[src/rtl/featuremap_accum_stream.sv]
// rtl/featuremap_accum_stream.sv - multi-channel feature map accumulator with bias, saturation, ReLU
// Pipelined adder tree over show-ahead channel FIFOs, with frame position tracking.
module featuremap_accum_stream #(
  parameter int                           DATA_WIDTH = 32,
  parameter int                           NUM_CH     = 16,
  parameter logic signed [DATA_WIDTH-1:0] BIAS       = '0,
  parameter bit                           RELU_EN    = 1'b1,
  parameter int                           WIDTH      = 56,
  parameter int                           HEIGHT     = 56
) (
  input  logic                         clk,
  input  logic                         rst,
  input  logic [NUM_CH*DATA_WIDTH-1:0] data_in,
  input  logic [NUM_CH-1:0]            data_fifo_empty,
  output logic                         rdreq,
  input  logic                         ready_in,
  output logic [DATA_WIDTH-1:0]        data_out,
  output logic                         valid_out,
  output logic                         frame_done,
  output logic                         overflow
);

  localparam int L  = (NUM_CH <= 1) ? 0 : $clog2(NUM_CH);
  localparam int P  = 1 << L;
  localparam int SW = DATA_WIDTH + L + 1;
  localparam int NN = 2 * P - 1;
  localparam int CW = (WIDTH > 1) ? $clog2(WIDTH) : 1;
  localparam int RW = (HEIGHT > 1) ? $clog2(HEIGHT) : 1;
  localparam logic [CW-1:0] COL_LAST = CW'(WIDTH - 1);
  localparam logic [RW-1:0] ROW_LAST = RW'(HEIGHT - 1);
  localparam logic signed [SW-1:0] MAX_V = SW'({1'b0, {(DATA_WIDTH-1){1'b1}}});
  localparam logic signed [SW-1:0] MIN_V = ~MAX_V;

  // Tree nodes stored level by level: level k starts at 2P - (2P >> k), root is the last entry.
  logic signed [SW-1:0] node [NN];
  logic [L:0]           vld;
  logic                 started;
  logic                 en;
  logic [CW-1:0]        col;
  logic [RW-1:0]        row;

  assign en    = !(valid_out && !ready_in);
  assign rdreq = started && en && !(|data_fifo_empty);

  // Holds off reads until the first clock edge after reset release.
  always_ff @(posedge clk or negedge rst) begin
    if (!rst) started <= 1'b0;
    else      started <= 1'b1;
  end

  for (genvar c = 0; c < P; c++) begin : g_leaf
    if (c < NUM_CH) begin : g_ch
      always_ff @(posedge clk or negedge rst) begin
        if (!rst)       node[c] <= '0;
        else if (rdreq) node[c] <= SW'($signed(data_in[c*DATA_WIDTH +: DATA_WIDTH]));
      end
    end else begin : g_pad
      assign node[c] = '0;
    end
  end

  always_ff @(posedge clk or negedge rst) begin
    if (!rst)    vld[0] <= 1'b0;
    else if (en) vld[0] <= rdreq;
  end

  for (genvar k = 1; k <= L; k++) begin : g_lvl
    localparam int OI = 2 * P - ((2 * P) >> (k - 1));
    localparam int OO = 2 * P - ((2 * P) >> k);
    for (genvar i = 0; i < (P >> k); i++) begin : g_add
      always_ff @(posedge clk or negedge rst) begin
        if (!rst)    node[OO+i] <= '0;
        else if (en) node[OO+i] <= node[OI+2*i] + node[OI+2*i+1];
      end
    end
    always_ff @(posedge clk or negedge rst) begin
      if (!rst)    vld[k] <= 1'b0;
      else if (en) vld[k] <= vld[k-1];
    end
  end

  logic signed [SW-1:0]  biased;
  logic                  sat;
  logic [DATA_WIDTH-1:0] result;

  // The extra sum bit guarantees the bias add cannot wrap before saturation.
  always_comb begin
    biased = node[NN-1] + SW'(BIAS);
    sat    = 1'b0;
    result = biased[DATA_WIDTH-1:0];
    if (biased > MAX_V) begin
      sat    = 1'b1;
      result = MAX_V[DATA_WIDTH-1:0];
    end else if (biased < MIN_V) begin
      sat    = 1'b1;
      result = MIN_V[DATA_WIDTH-1:0];
    end
    if (RELU_EN && result[DATA_WIDTH-1]) result = '0;
  end

  always_ff @(posedge clk or negedge rst) begin
    if (!rst) begin
      valid_out <= 1'b0;
      data_out  <= '0;
      overflow  <= 1'b0;
    end else if (en) begin
      valid_out <= vld[L];
      if (vld[L]) begin
        data_out <= result;
        if (sat) overflow <= 1'b1;
      end
    end
  end

  always_ff @(posedge clk or negedge rst) begin
    if (!rst) begin
      col        <= '0;
      row        <= '0;
      frame_done <= 1'b0;
    end else begin
      frame_done <= 1'b0;
      if (valid_out && ready_in) begin
        if (col == COL_LAST) begin
          col        <= '0;
          row        <= (row == ROW_LAST) ? '0 : row + 1'b1;
          frame_done <= (row == ROW_LAST);
        end else begin
          col <= col + 1'b1;
        end
      end
    end
  end

endmodule

[config.mk]
export PLATFORM = sky130hd
export DESIGN_NAME = featuremap_accum_stream
export DESIGN_NICKNAME = d
export VERILOG_FILES = /design/src/rtl/featuremap_accum_stream.sv
export SDC_FILE = /design/constraint.sdc
export NUM_CORES = 2
export LEC_CHECK = 0
export BUFFER_PORTS_ARGS = -buffer_cell sky130_fd_sc_hd__buf_2
export CELL_PAD_IN_SITES_DETAIL_PLACEMENT = 0
export CELL_PAD_IN_SITES_GLOBAL_PLACEMENT = 1
export CORE_MARGIN = 1
export CORE_UTILIZATION = 35
export CTS_BUF_LIST = sky130_fd_sc_hd__clkbuf_4
export CTS_CLUSTER_DIAMETER = 30
export DETAILED_ROUTE_END_ITERATION = 10
export HOLD_SLACK_MARGIN = 0.12
export PLACE_DENSITY_LB_ADDON = 0.1
export SETUP_SLACK_MARGIN = 0.5
export SYNTH_ARGS = -nofsm -noshare
export SYNTH_HDL_FRONTEND = slang
export SYNTH_SLANG_ARGS = --single-unit
[constraint.sdc]
create_clock -name clk -period 3.6 [get_ports clk]
set_clock_uncertainty 0.1 [all_clocks]
set_input_delay 0.72 -clock clk [delete_from_list [all_inputs] [get_ports clk]]
set_output_delay 0.72 -clock clk [all_outputs]
set_load 0.03 [all_outputs]
# Yosys cells after proc, flatten, opt, wreduce, memory -nomap -nowiden
# Index checks and enable logic that the tools add are counted.
# classes
order_cmp,2
muxes,9
eq_ne,2
n_bitwise,1
add_sub_neg,17
n_reduce_logical,11
# ops
cell,n
adder 32 x 32 -> 33 bit,8
adder 37 bit,7
two-way mux 32 bit,2
"> comparator 37 x 32 -> 1 bit, second input constant",1
"less-than comparator 37 x 32 -> 1 bit, second input constant",1
two-way mux 31 bit,1
OR reduction 16 bit,1
"adder 6 x 1 -> 6 bit, second input constant",2
"== test 6 bit, second input constant",2
two-way mux 6 bit,2
logical AND 1 bit,4
two-way mux 1 bit,4
AND reduction 2 bit,2
zero test 1 bit,3
AND reduction 3 bit,1
NOT 1 bit,1
# word_totals
out_inout_bits,36
inputBits,531
elab_cells,85
regBits,1120

# Depth between registers and ports, before layout
# depth
word_depth,5
depth_mapped,12
depth_no_buf,12

# Least setup slack after synthesis
# Ideal clock, no wire load.
# synth_timing
path_type,reg-to-reg
from,reg node[629] (netlist bit)
to,reg node[331] (netlist bit)
t_required_ps,3435
path_buffers,0
slack_ps,251
path_stages_with_launch,13
arrival_ps,3184
synth_period_minus_slack_ps,3349
setup_time_ps,65
cell_sequence,dfrtp_1 ha_1 fa_1 a21o_1 a21boi_2 o211ai_1 a31oi_1 o211ai_1 a311o_1 a2111oi_4 o311ai_1 a2111oi_2 o22a_1
# synth_via
elab_chain_cells,1
# synth_lines
item,line_no,text
from (decl),35,logic signed [SW-1:0] node [NN];
"from (signal, indexed assignment)",55,else if (rdreq) node[c] <= SW'($signed(data_in[c*DATA_WIDTH +: DATA_WIDTH]));
adder 32 x 32 -> 33 bit,73,else if (en) node[OO+i] <= node[OI+2*i] + node[OI+2*i+1];
# Every way passes these cells.
# A chain may end at the register's enable or synchronous reset.

# Worst setup path in the final report
# layout_timing
from,reg valid_out
to,out rdreq
# layout_via
elab_chain_cells,4
# layout_lines
item,line_no,text
from (decl),18,"output logic valid_out,"
from (signal assigned),107,valid_out <= vld[L];
logical AND 1 bit,42,assign en = !(valid_out && !ready_in);
zero test 1 bit,42,
logical AND 1 bit (2 in a row),43,assign rdreq = started && en && !(|data_fifo_empty);
to (decl),15,"output logic rdreq,"
# Every way passes these cells.

==> out/qor.yml <==
route:
  avgViaCountPerCell: 5.04
  highest_layer: "met4"
  wl_met2_um: 89700
  ant_nets: 0
  drcViolationCount: 0
  drt_iter0_drc: 2637
  wl_per_cell_um: 18.2
  routed_wl_um: 201000
  drt_pass1_iterations: 7
  vias: 55700
  dr_wl_met3_um: 7090
  wl_met1_um: 100000
layout:
  final_cell_area_um2: 88600
  multiInputGateArea_um2: 37500
  seq_area_um2: 27200
  area_growth_pct: 39.1
  finalNonFillerCells: 11100
  nFillCells: 17000
  nets: 9493
  layout-drive-gt1-share_pct: 26.9
timing:
  min_period_ps: 3670
  relSlewSlack_pct: 54.1
  worst_pin_slew_ps: 688
  hold_viol: 0
  rsz0062_at_grt: "true"
  clock.fmax_mhz: 273
  worst_slack_ps: -69.1
  tns_ps: -69.1
  min_period_over_period_pct: 102
  drv_slew: 0
  setup_viol: 1
synthesis:
  syn_avg_cell_area_um2: 9.93
  synth_area_um2: 63700
  yosys_warnings: 0
  syn_nets: 7457
  synth_cells: 6413
  async_reset_ff_share_pct: 100
  synth_cell_types: 88
  ys_seq_area_share_pct: 42.7
  synth-edff-count: 0
  synthFlopType: "dfrtp_1"
  ys_seq_elements: 1087
power_and_ir_drop:
  pwr-share-comb_pct: 6.0
  p_switching_mw: 6.45
  p_per_area_nw_per_um2: 300
  p_int_mw: 20.1
  swShare_pct: 24.3
  finalPower_mw: 26.6
  clock_power_share_pct: 48.0
  p_seq_share_pct: 46.1
  p_leak_nw: 45.3
  ir_drop_v: 0.000245
critical_path:
  cp-end-kind: "output pin"
  critPathKind: "flop to output pin"
  cp-start-kind: "flop"
  critPathMaxFanout: 2
  ff2ff_setup_slack_ps: 180
  rr_worst_depth: 12
  r2r_start: "node[629]"
  startpoint: "valid_out"
  crit_path_end: "rdreq"
  cp.required_ps: 2780
  r2r_end: "node[331]"
  cp.arrival_ps: 2850
placement:
  dp_cells: 9294
  placed_cell_area_um2: 70400
  port_buffers: 565
  preCtsSetupSlack_ps: 124
  gp_congestion: 0.868
  dpl.hpwl_um: 142000
floorplanning:
  core_area_um2: 181000
  initial_core_util_pct: 35.2
  die_y_um: 429
  num_rows: 156
  dieArea_um2: 184000
  die_w_um: 429
  io_pins: 567
worst_hold_path:
  hold_path_class: "input port to flop"
global_route:
  first_global_vias: 57800
  globalRouteTotalUtil_pct: 21.7
  antenna_found_initial: 4
  grt_pass1_wl_um: 321000
  grt_max_degree: 123
  grt-ovfl-total: 0
cts:
  cts_made_buffers: 363
  cts.sinks: 1087
  clk_pin_slew_ps: 60
  htree_num_levels: 5
  cts-root-buf: "clkbuf_4"
  cts_max_path_buffers: 4
  insertion_delay_ps: 1350
  cts_tree: "yes"
outcome:
  status: "finished with violations"
  failed_checks: "setup timing"
run:
  cap_violations: 0
## layer usage
metal  global-route usage, %  up-vias
li1                        -    27500
met5                       0        -
met3                    3.27      355
met4                    6.33        0
met2                    33.4     1035
met1                    31.3    26800
## kinds of logic after synthesis
group | share of synthesized area [%]
compound gates | 18.2
xor+xnor | 5.89
fa+ha+maj | 10.3
buf+inv | 2.17
flops | 42.7
mux | 9.27
other cells | 0.0118
simple gates | 11.5
## flip-flops by register name, summed over array words and instances (netlist names)
| register | cells |
|---|---|
| overflow | 1 |
| valid_out | 1 |
| vld | 5 |
| frame_done | 1 |
| started | 1 |
| col | 6 |
| row | 6 |
| node | 1035 |
| data_out | 31 |
## final cells by class
cell class | count | area share (%)
well taps | 2370 | 3.35
multi-input cells | 4960 | 42.4
clock buffers | 473 | 4.01
inverters | 120 | 0.508
clock inverters | 127 | 0.928
diodes | 9 | 0.0254
flip-flops and latches | 1087 | 30.7
repair buffers | 1917 | 18.1
## worst max-delay path: stages, from the launching register on
cell and delay (ps):
dfrtp_2 390, nor2b_4 130, buf_12 140, nor4_4 190
buf_6 200, and4_4 280, buf_6 150
## synthesized netlist by cell type, drive strengths merged, types with 16 or more instances
| cell type | n | area, µm² |
|---|---|---|
| nor3 | 54 | 270 |
| a211oi | 46 | 355 |
| nor2b | 58 | 363 |
| mux2 | 516 | 5810 |
| and3 | 54 | 338 |
| inv | 120 | 450 |
| o21bai | 64 | 480 |
| o31ai | 43 | 328 |
| ha | 498 | 6230 |
| buf | 17 | 72.6 |
| o211ai | 37 | 278 |
| a31oi | 62 | 394 |
| a21oi | 702 | 3510 |
| dfrtp | 1087 | 27200 |
| or3 | 24 | 150 |
| a21o | 289 | 2170 |
| nand2 | 596 | 2240 |
| nand3 | 82 | 410 |
| nor2 | 490 | 1840 |
| xor2 | 202 | 1770 |
| nand4 | 62 | 388 |
| or2 | 18 | 113 |
| a31o | 17 | 149 |
| o21ai | 420 | 2100 |
| and4 | 16 | 140 |
| nand2b | 47 | 294 |
| o21a | 45 | 338 |
| xnor2 | 226 | 1980 |
| nor4 | 18 | 113 |
| and2 | 26 | 163 |
| nor3b | 24 | 180 |
| a41oi | 17 | 149 |
| clkbuf | 229 | 860 |
## power groups by stage
stage | Clock [mW] | Combinational (mW) | Sequential [mW]
2_1_floorplan | 0 | 0.0497 | 12.5
3_3_place_gp | 0 | 0.728 | 12.5
3_5_place_dp | 0 | 0.730 | 12.5
4_1_cts | 13.3 | 1.58 | 12.2
6_report | 12.7 | 1.59 | 12.2
5_1_grt | 13.9 | 1.74 | 12.2
## worst min path at each step
stage | depth (start not counted) | from | slack (ps) | to
6_report | 7 | data_fifo_empty[10] | 340 | node[913]
4_1_cts | 7 | data_fifo_empty[8] | 130 | node[1039]
2_1_floorplan | 0 | rst | 320 | col[0]
3_3_place_gp | 2 | node[74] | 350 | node[74]
3_5_place_dp | 2 | vld[3] | 350 | vld[3]
5_1_grt | 7 | data_fifo_empty[10] | 200 | node[1039]
## through the flow
step	hold slack [ps]	util [%]
floorplan	324	-
global placement	353	39.0
detailed placement	355	39.0
CTS	130	47.7
global route	201	49.0
finish	341	49.0
## placed cells by master (no fill, tap or decap), types with 22 or more instances in the layout
master,n
a211oi_1,29
a21o_1,289
a21oi_1,642
a21oi_2,53
a31oi_1,38
and2_1,24
and3_1,52
buf_12,30
buf_2,563
buf_4,269
buf_6,22
clkbuf_4,473
clkinv_1,69
clkinv_2,39
dfrtp_1,1073
dlygate4sd3_1,1032
ha_1,427
ha_2,26
ha_4,45
inv_1,120
mux2_2,515
nand2_1,591
nand2b_1,46
nand3_1,76
nand4_1,62
nor2_1,485
nor2b_1,57
nor3_1,49
nor3b_1,22
o211ai_1,37
o21a_1,45
o21ai_0,336
o21ai_1,55
o21ai_2,24
o21bai_1,58
o31ai_1,34
or3_1,24
xnor2_1,213
xor2_1,197
## what timing repair did
action                     in CTS  in global routing
hold endpoints to repair     1656                  0
setup endpoints to repair     154                180
cloned                          0                  0
setup buffers                  55                 72
hold buffers                 1033                  0
pin swaps                     108                248
gates resized for setup       146                330
Note: power is estimated with default switching activity, not from simulation.
